### config.mk
export PLATFORM = sky130hd
export DESIGN_NAME = sccb_master
export DESIGN_NICKNAME = d
export VERILOG_FILES = /design/src/rtl/sccb_master.sv
export SDC_FILE = /design/constraint.sdc
export NUM_CORES = 1
export LEC_CHECK = 0
export ABC_AREA = 1
export ABC_CLOCK_PERIOD_IN_PS = 2150
export CELL_PAD_IN_SITES_DETAIL_PLACEMENT = 0
export CELL_PAD_IN_SITES_GLOBAL_PLACEMENT = 1
export CORE_MARGIN = 2
export CORE_UTILIZATION = 38
export DETAILED_ROUTE_END_ITERATION = 8
export GPL_TIMING_DRIVEN = 0
export PLACE_DENSITY = 0.87
export SYNTH_ARGS = -nofsm -noshare
export SYNTH_HDL_FRONTEND = slang
export SYNTH_SLANG_ARGS = --single-unit
export TNS_END_PERCENT = 10
### constraint.sdc
create_clock -name sccbClk -period 2.15 [get_ports sccbClk]
set_clock_uncertainty 0.2 [all_clocks]
set_input_delay 0.43 -clock sccbClk [delete_from_list [all_inputs] [get_ports sccbClk]]
set_output_delay 0.43 -clock sccbClk [all_outputs]
set_load 0.05 [all_outputs]
### src/rtl/sccb_master.sv
// SCCB master: 3-phase register writes and 2+2-phase register reads on SIO_C/SIO_D.
// state | meaning
// IDLE  | lines parked high, waiting for cmdStart
// START | start condition, SIO_D falls while SIO_C high
// BITS  | 9-bit slots of each byte (8 data bits + ack/NA)
// STOP  | stop condition, SIO_D rises while SIO_C high
module sccb_master #(
    parameter int QTR_CYCLES = 25
) (
    input  logic       sccbClk,
    input  logic       sccbReset,
    input  logic       cmdStart,
    input  logic       cmdRead,
    input  logic [6:0] cmdId,
    input  logic [7:0] cmdAddr,
    input  logic [7:0] cmdWData,
    output logic       busy,
    output logic       done,
    output logic [7:0] rData,
    output logic       nack,
    output logic       sioC,
    output logic       sioDOut,
    output logic       sioDOe,
    input  logic       sioDIn
);

    typedef enum logic [1:0] {IDLE, START, BITS, STOP} state_t;

    localparam logic [7:0] QTR_LAST = 8'(QTR_CYCLES - 1);

    state_t     state;
    logic [7:0] qCnt;
    logic [1:0] quarter;
    logic [3:0] bitIdx;
    logic [1:0] byteIdx;
    logic       half;

    logic       rdLat;
    logic [6:0] idLat;
    logic [7:0] addrLat;
    logic [7:0] wDataLat;
    logic       nackAcc;
    logic [7:0] rdShift;
    logic       sioMeta;
    logic       sioSync;

    logic       lastBit;
    logic       lastByte;
    logic       readByte;
    logic [3:0] nxtBit;
    logic [1:0] nxtByte;
    logic [7:0] txByte;
    logic       nxtRdByte;
    logic       nxtOe;
    logic       nxtOut;

    // Drive values for the slot that follows the current one.
    always_comb begin
        lastBit   = (bitIdx == 4'd8);
        lastByte  = rdLat ? (byteIdx == 2'd1) : (byteIdx == 2'd2);
        readByte  = rdLat && half && (byteIdx == 2'd1);
        nxtBit    = lastBit ? 4'd0 : bitIdx + 4'd1;
        nxtByte   = lastBit ? byteIdx + 2'd1 : byteIdx;
        nxtRdByte = rdLat && half && (nxtByte == 2'd1);
        case (nxtByte)
            2'd0:    txByte = {idLat, rdLat & half};
            2'd1:    txByte = addrLat;
            default: txByte = wDataLat;
        endcase
        nxtOut = 1'b1;
        nxtOe  = 1'b1;
        if (nxtBit == 4'd8) begin
            nxtOe = nxtRdByte;
        end else if (nxtRdByte) begin
            nxtOe = 1'b0;
        end else begin
            nxtOut = txByte[3'd7 - nxtBit[2:0]];
        end
    end

    always_ff @(posedge sccbClk or posedge sccbReset) begin
        if (sccbReset) begin
            state    <= IDLE;
            qCnt     <= '0;
            quarter  <= '0;
            bitIdx   <= '0;
            byteIdx  <= '0;
            half     <= 1'b0;
            rdLat    <= 1'b0;
            idLat    <= '0;
            addrLat  <= '0;
            wDataLat <= '0;
            nackAcc  <= 1'b0;
            rdShift  <= '0;
            sioMeta  <= 1'b1;
            sioSync  <= 1'b1;
            busy     <= 1'b0;
            done     <= 1'b0;
            rData    <= '0;
            nack     <= 1'b0;
            sioC     <= 1'b1;
            sioDOut  <= 1'b1;
            sioDOe   <= 1'b1;
        end else begin
            done    <= 1'b0;
            sioMeta <= sioDIn;
            sioSync <= sioMeta;
            if (state == IDLE) begin
                if (cmdStart) begin
                    rdLat    <= cmdRead;
                    idLat    <= cmdId;
                    addrLat  <= cmdAddr;
                    wDataLat <= cmdWData;
                    nackAcc  <= 1'b0;
                    half     <= 1'b0;
                    busy     <= 1'b1;
                    state    <= START;
                    quarter  <= 2'd0;
                    qCnt     <= QTR_LAST;
                end
            end else if (qCnt != 8'd0) begin
                qCnt <= qCnt - 8'd1;
            end else begin
                qCnt    <= QTR_LAST;
                quarter <= quarter + 2'd1;
                case (state)
                    START: begin
                        if (quarter == 2'd1) sioDOut <= 1'b0;
                        if (quarter == 2'd3) begin
                            state   <= BITS;
                            bitIdx  <= 4'd0;
                            byteIdx <= 2'd0;
                            sioC    <= 1'b0;
                            sioDOut <= idLat[6];
                            sioDOe  <= 1'b1;
                        end
                    end
                    BITS: begin
                        case (quarter)
                            2'd1: sioC <= 1'b1;
                            // End of Q2: the synchronized pad value is taken here.
                            2'd2: begin
                                if (lastBit && !readByte) begin
                                    nackAcc <= nackAcc | sioSync;
                                end else if (readByte && !lastBit) begin
                                    rdShift <= {rdShift[6:0], sioSync};
                                end
                            end
                            2'd3: begin
                                sioC <= 1'b0;
                                if (lastBit && lastByte) begin
                                    state   <= STOP;
                                    sioDOut <= 1'b0;
                                    sioDOe  <= 1'b1;
                                end else begin
                                    bitIdx  <= nxtBit;
                                    byteIdx <= nxtByte;
                                    sioDOut <= nxtOut;
                                    sioDOe  <= nxtOe;
                                end
                            end
                            default: ;
                        endcase
                    end
                    STOP: begin
                        case (quarter)
                            2'd1: sioC <= 1'b1;
                            2'd2: sioDOut <= 1'b1;
                            2'd3: begin
                                if (rdLat && !half) begin
                                    half  <= 1'b1;
                                    state <= START;
                                end else begin
                                    state <= IDLE;
                                    busy  <= 1'b0;
                                    done  <= 1'b1;
                                    nack  <= nackAcc;
                                    if (rdLat) rData <= rdShift;
                                end
                            end
                            default: ;
                        endcase
                    end
                    default: ;
                endcase
            end
        end
    end

endmodule

==> flow_metrics.env, run 1 <==
export IMPL_final_hold_viol_count=0
export IMPL_grt_pass1_wl_mm=13.1
export IMPL_cts_sinks=68
export IMPL_cp_max_fo=8
export IMPL_min_period_ps=2140
export IMPL_grt_max_degree=41
export IMPL_worst_pin_slew_ps=629
export IMPL_ys_types=41
export IMPL_syn_inst=406
export IMPL_cp_arrival_ps=2220
export IMPL_tns_ps=0
export IMPL_hold_start="sioMeta"
export IMPL_netlist_area_mm2=0.00351
export IMPL_place_port_buffers=41
export IMPL_wl_mm=8.11
export IMPL_clock_latency_ps=350
export IMPL_hold_class="reg2reg"
export IMPL_gp_congestion=0.874
export IMPL_cts_hold_buf=0
export IMPL_layout_common_cells="nand2_1, dfrtp_1, inv_1"
export IMPL_cts_buffers=9
export IMPL_dieArea_mm2=0.0100
export IMPL_hpwl_mm=5.62
export IMPL_ys_flop_type="dfrtp_1"
export IMPL_slew_limit_headroom_pct=58.0
export IMPL_synth_fp_nets=446
export IMPL_h_tree_depth=3
export IMPL_async_reset_ff_share_pct=100
export IMPL_overflow=0
export IMPL_num_antenna_cells=0
export IMPL_cts_max_path_buffers=2
export IMPL_dr_first_iter_drc_count=177
export IMPL_die_h_um=100
export IMPL_path_buf_inv=1
export IMPL_rows=35
export IMPL_ys_warnings_count=0
export IMPL_viasPerCell=5.03
export IMPL_post_route_util_pct=50.5
export IMPL_cpPeakStageDelay_ps=420
export IMPL_cts_root_buf="clkbuf_8"
export IMPL_powerDensity_mw_per_mm2=961
export IMPL_ir_drop_mv=0.501
export IMPL_min_period_over_period_pct=99.7
export IMPL_synth_area_per_cell_um2=8.64
export IMPL_pin_count=42
export IMPL_die_w_um=100
export IMPL_report_final_slew_viol_count=0
export IMPL_ant_nets=0
export IMPL_antenna_found_initial=0
export IMPL_crit_start="qCnt[2]"
export IMPL_end_kind="flop"
export IMPL_grt_setup_unrepaired="yes"
export IMPL_grt_usage_pct=16.7
export IMPL_drive_above_1_share_pct=19.7
export IMPL_synth_seq_cells=68
export IMPL_synth_edf_count=0
export IMPL_drc=0
export IMPL_wl_per_cell_um=13.8
export IMPL_final_common_cell="nand2_1"
export IMPL_critPathKind="reg2reg"
export IMPL_vias=2964
export IMPL_cap_violations=0
export IMPL_leakagePower_nw=2.20
export IMPL_cp_start_kind="flop"
export IMPL_crit_family="simple AND/OR/NAND/NOR gates"
export IMPL_setup_viol=0
export IMPL_ys_seq_area_share_pct=48.7
export IMPL_cp_common_cell="nand2_4"
export IMPL_fmax_mhz=466
export IMPL_areaGrowthSynthToFinish_pct=31.1
export IMPL_status="completed"
export IMPL_core_mm2=0.00911
export IMPL_path_clk_slew_ps=70
export IMPL_fin_nets=513
export IMPL_reg2reg_from="qCnt[2]"
export IMPL_cts_tree="built"
export IMPL_worst_path_max_delay_cell="dfrtp_1"
export IMPL_grt_pass1_vias=2789
export IMPL_crit_required_ps=2230
export IMPL_firstDrtPassIters=5
export IMPL_start_util_pct=38.5
export IMPL_critical_path_cell_chain="nor2_1, nand2_4, nor2_4, inv_2, nor3_4, nand2_4, nor3_1, o311a_1, a21oi_2"
-- sequential cells by signal, summed over array words and instances, names as in the netlist, 2 cells and up --
signal,flops
bitIdx,4
idLat,7
quarter,2
byteIdx,2
state,2
rdShift,8
rData,8
qCnt,8
addrLat,8
wDataLat,8
-- synthesized netlist by cell type (all sizes together), types with 4 or more instances --
cell	number	area, um2
inv	64	243
a21oi	6	30.0
clkbuf	5	18.8
o22ai	4	25.0
nand3b	7	52.6
ha	12	150
o21ai	55	305
nand2	95	394
dfrtp	63	1580
nor3	8	56.3
xnor2	4	35.0
dfstp	5	131
nand3	37	215
nor2	20	87.6
-- through the flow --
step	cell area (um2)	hold WS, ps	instances	setup WS, ps	total power [mW]
after floorplan	3510	145	406	189	2.72
after global placement	4060	148	558	-120	3.05
after detailed placement	4080	148	559	-147	3.11
after CTS	4330	159	575	-109	4.35
after global routing	4600	161	589	-139	4.74
final	4600	153	589	6.30	4.42
-- cells by family after synthesis --
family	Yosys count	synth area share, %
muxes	1	0.428
and+or+nand+nor	173	24.6
xor gates and xnor gates	6	1.50
adders and majority gates	12	4.28
DFF	68	48.7
buffers and inverters	73	8.35
AOI/OAI and AO/OA	73	12.1
-- cell type report --
class | count | area, um2
Fill cell | 870 | 4510
Sequential cell | 68 | 1710
Multi-Input combinational cell | 266 | 1630
Timing Repair Buffer | 55 | 574
Inverter | 65 | 253
Clock buffer | 13 | 169
Tap cell | 111 | 139
Clock inverter | 3 | 67.6
Buffer | 8 | 58.8
-- what timing repair did --
action | in CTS | in global routing
buffers inserted | 0 | 12
pin swaps | 1 | 8
gates cloned | 0 | 2
gates resized for setup | 10 | 39
setup endpoints to repair | 19 | 48
-- power breakdown --
| group | internal, mW | total, mW | switching (mW) | leakage (nW) |
|---|---|---|---|---|
| combinational | 0.517 | 1.39 | 0.878 | 1.21 |
| clock | 0.749 | 1.23 | 0.478 | 0.116 |
| sequential | 1.62 | 1.80 | 0.179 | 0.875 |
| total | 2.88 | 4.42 | 1.54 | 2.20 |
-- path summary, 6_finish.rpt --
path                               to  slack [ps]  depth (start not counted)
setup reg to reg              sioDOut           6                          9
hold reg to reg               sioSync         150                          0
setup / recovery              sioDOut           6                          9
max in group asynchronous        done         850                          3
min in group asynchronous  rdShift[0]         310                          2
hold / removal                sioSync         150                          0
-- layer usage --
metal	up-vias	wire, um	global-route usage, %
met2	71	3720	25.4
met1	1425	3880	23.4
met3	12	361	3.55
li1	1456	-	-
met5	-	0	0
met4	0	147	6.43
Power figures use the tool's default switching activity.
==> run 2: changes to the inputs <==
==> constraint.sdc (replaced) <==
create_clock -name sccbClk -period 2.15 [get_ports sccbClk]
set_clock_uncertainty 0.2 [all_clocks]
set_input_delay 0.43 -clock sccbClk [delete_from_list [all_inputs] [get_ports sccbClk]]
set_output_delay 0.43 -clock sccbClk [all_outputs]
set_load 0.005 [all_outputs]
==> flow_metrics.env, run 2 (synthesis gave the netlist of run 1 again) <==
export IMPL_fillers=870
export IMPL_status="completed"
export IMPL_tns_ps=0
export IMPL_grt_usage_pct=17.0
export IMPL_worst_pin_slew_ps=628
export IMPL_setup_viol=0
export IMPL_cts_sinks=68
export IMPL_viasPerCell=4.95
export IMPL_powerDensity_mw_per_mm2=954
export IMPL_grt_pass1_wl_mm=13.4
export IMPL_design_area_mm2=0.00456
export IMPL_h_tree_depth=3
export IMPL_cp_max_fo=10
export IMPL_antenna_found_initial=0
export IMPL_final_common_cell="nand2_1"
export IMPL_cts_tree="built"
export IMPL_cap_violations=0
export IMPL_min_period_over_period_pct=98.6
export IMPL_place_area_mm2=0.00408
export IMPL_path_clk_slew_ps=70
export IMPL_die_w_um=100
export IMPL_gp_congestion=0.874
export IMPL_dr_first_iter_drc_count=254
export IMPL_cp_arrival_ps=2190
export IMPL_report_final_slew_viol_count=0
export IMPL_leakagePower_nw=2.01
export IMPL_firstDrtPassIters=5
export IMPL_pin_count=42
export IMPL_die_h_um=100
export IMPL_wl_per_cell_um=13.2
export IMPL_fin_nets=515
export IMPL_dieArea_mm2=0.0100
export IMPL_end_kind="flop"
export IMPL_cts_hold_buf=0
export IMPL_worst_path_max_delay_cell="dfrtp_1"
export IMPL_cts_max_path_buffers=2
export IMPL_drive_above_1_share_pct=19.0
export IMPL_areaGrowthSynthToFinish_pct=30.0
export IMPL_vias=2925
export IMPL_min_period_ps=2120
export IMPL_start_util_pct=38.5
export IMPL_critical_path_cell_chain="inv_1, ha_1, nand4_4, nand2_4, buf_6, nand3b_1, nand3b_1, nand3_1, nand3_1, nand3_1, nand2_1, a21oi_2"
export IMPL_layout_common_cells="nand2_1, dfrtp_1, inv_1"
export IMPL_overflow=0
export IMPL_crit_required_ps=2230
export IMPL_num_antenna_cells=0
export IMPL_wl_mm=7.79
export IMPL_drc=0
export IMPL_core_mm2=0.00911
export IMPL_ir_drop_mv=0.484
export IMPL_grt_setup_unrepaired="yes"
export IMPL_cts_root_buf="clkbuf_8"
export IMPL_cp_common_cell="nand3_1"
export IMPL_cp_start_kind="flop"
export IMPL_final_hold_viol_count=0
export IMPL_slew_limit_headroom_pct=58.0
export IMPL_place_port_buffers=41
export IMPL_fmax_mhz=472
export IMPL_cts_buffers=9
export IMPL_grt_max_degree=41
export IMPL_cpPeakStageDelay_ps=360
export IMPL_rows=35
export IMPL_critPathKind="reg2reg"
export IMPL_ant_nets=0
export IMPL_hpwl_mm=5.62
export IMPL_grt_pass1_vias=2801
export IMPL_clock_latency_ps=350
export IMPL_hold_class="reg2reg"
run 2: through the flow:
step | instances | hold WS (ps) | power (mW) | setup slack, ps | util [%]
CTS | 581 | 159 | 4.30 | -29.5 | 48.3
global placement | 558 | 148 | 2.98 | -120 | 44.6
finish | 591 | 154 | 4.35 | 30.5 | 50.0
global route | 591 | 159 | 4.68 | -97.2 | 50.0
floorplan | 406 | 145 | 2.65 | 189 | -
detailed placement | 559 | 148 | 3.04 | -147 | 44.8
run 2: worst paths after layout:
| check | from | to | slack [ps] | depth (start not counted) |
|---|---|---|---|---|
| hold reg to reg | sioMeta | sioSync | 150 | 0 |
| max in group asynchronous | sccbReset | done | 840 | 3 |
| hold / removal | sioMeta | sioSync | 150 | 0 |
| setup / recovery | byteIdx[0] | sioDOut | 30 | 12 |
| setup reg to reg | byteIdx[0] | sioDOut | 30 | 12 |
| min in group asynchronous | sccbReset | rdShift[0] | 310 | 2 |
run 2: layout make-up:
type / instances / area, um2 / share of cell area, %
sequential: 68 / 1710 / 37.5
multi-input combinational: 265 / 1580 / 34.8
timing repair buffer: 58 / 581 / 12.7
inverter: 65 / 253 / 5.55
clock buffer: 13 / 169 / 3.71
tap: 111 / 139 / 3.05
clock inverter: 3 / 67.6 / 1.48
buffer: 8 / 55.1 / 1.21
run 2: metal layers:
| layer | wire [um] | global-route usage, % | up-vias |
|---|---|---|---|
| met5 | 0 | 0 | - |
| met4 | 135 | 6.32 | 0 |
| met3 | 364 | 3.55 | 12 |
| met2 | 3550 | 25.8 | 75 |
| met1 | 3740 | 24.2 | 1380 |
| li1 | - | - | 1458 |
run 2: timing repair:
action	CTS	global route
gates resized for setup	7	21
buffers inserted	6	9
cloned	0	1
pin swaps	4	4
setup endpoints to repair	14	42
run 2: critical path: cells and delay by family (launching register included):
kind                     cells  cell delay, ps
adder cells (fa/ha/maj)      1             320
buffers and inverters        2             220
flip-flops                   1             360
AO/OA/AOI/OAI                1              50
AND/OR/NAND/NOR              8             890
run 2: where the power goes:
part	switching [mW]	leakage, nW	total, mW	internal [mW]
Sequential	0.178	0.873	1.79	1.62
Combinational	0.796	1.02	1.33	0.533
Clock	0.477	0.116	1.23	0.749
Total	1.45	2.01	4.35	2.90
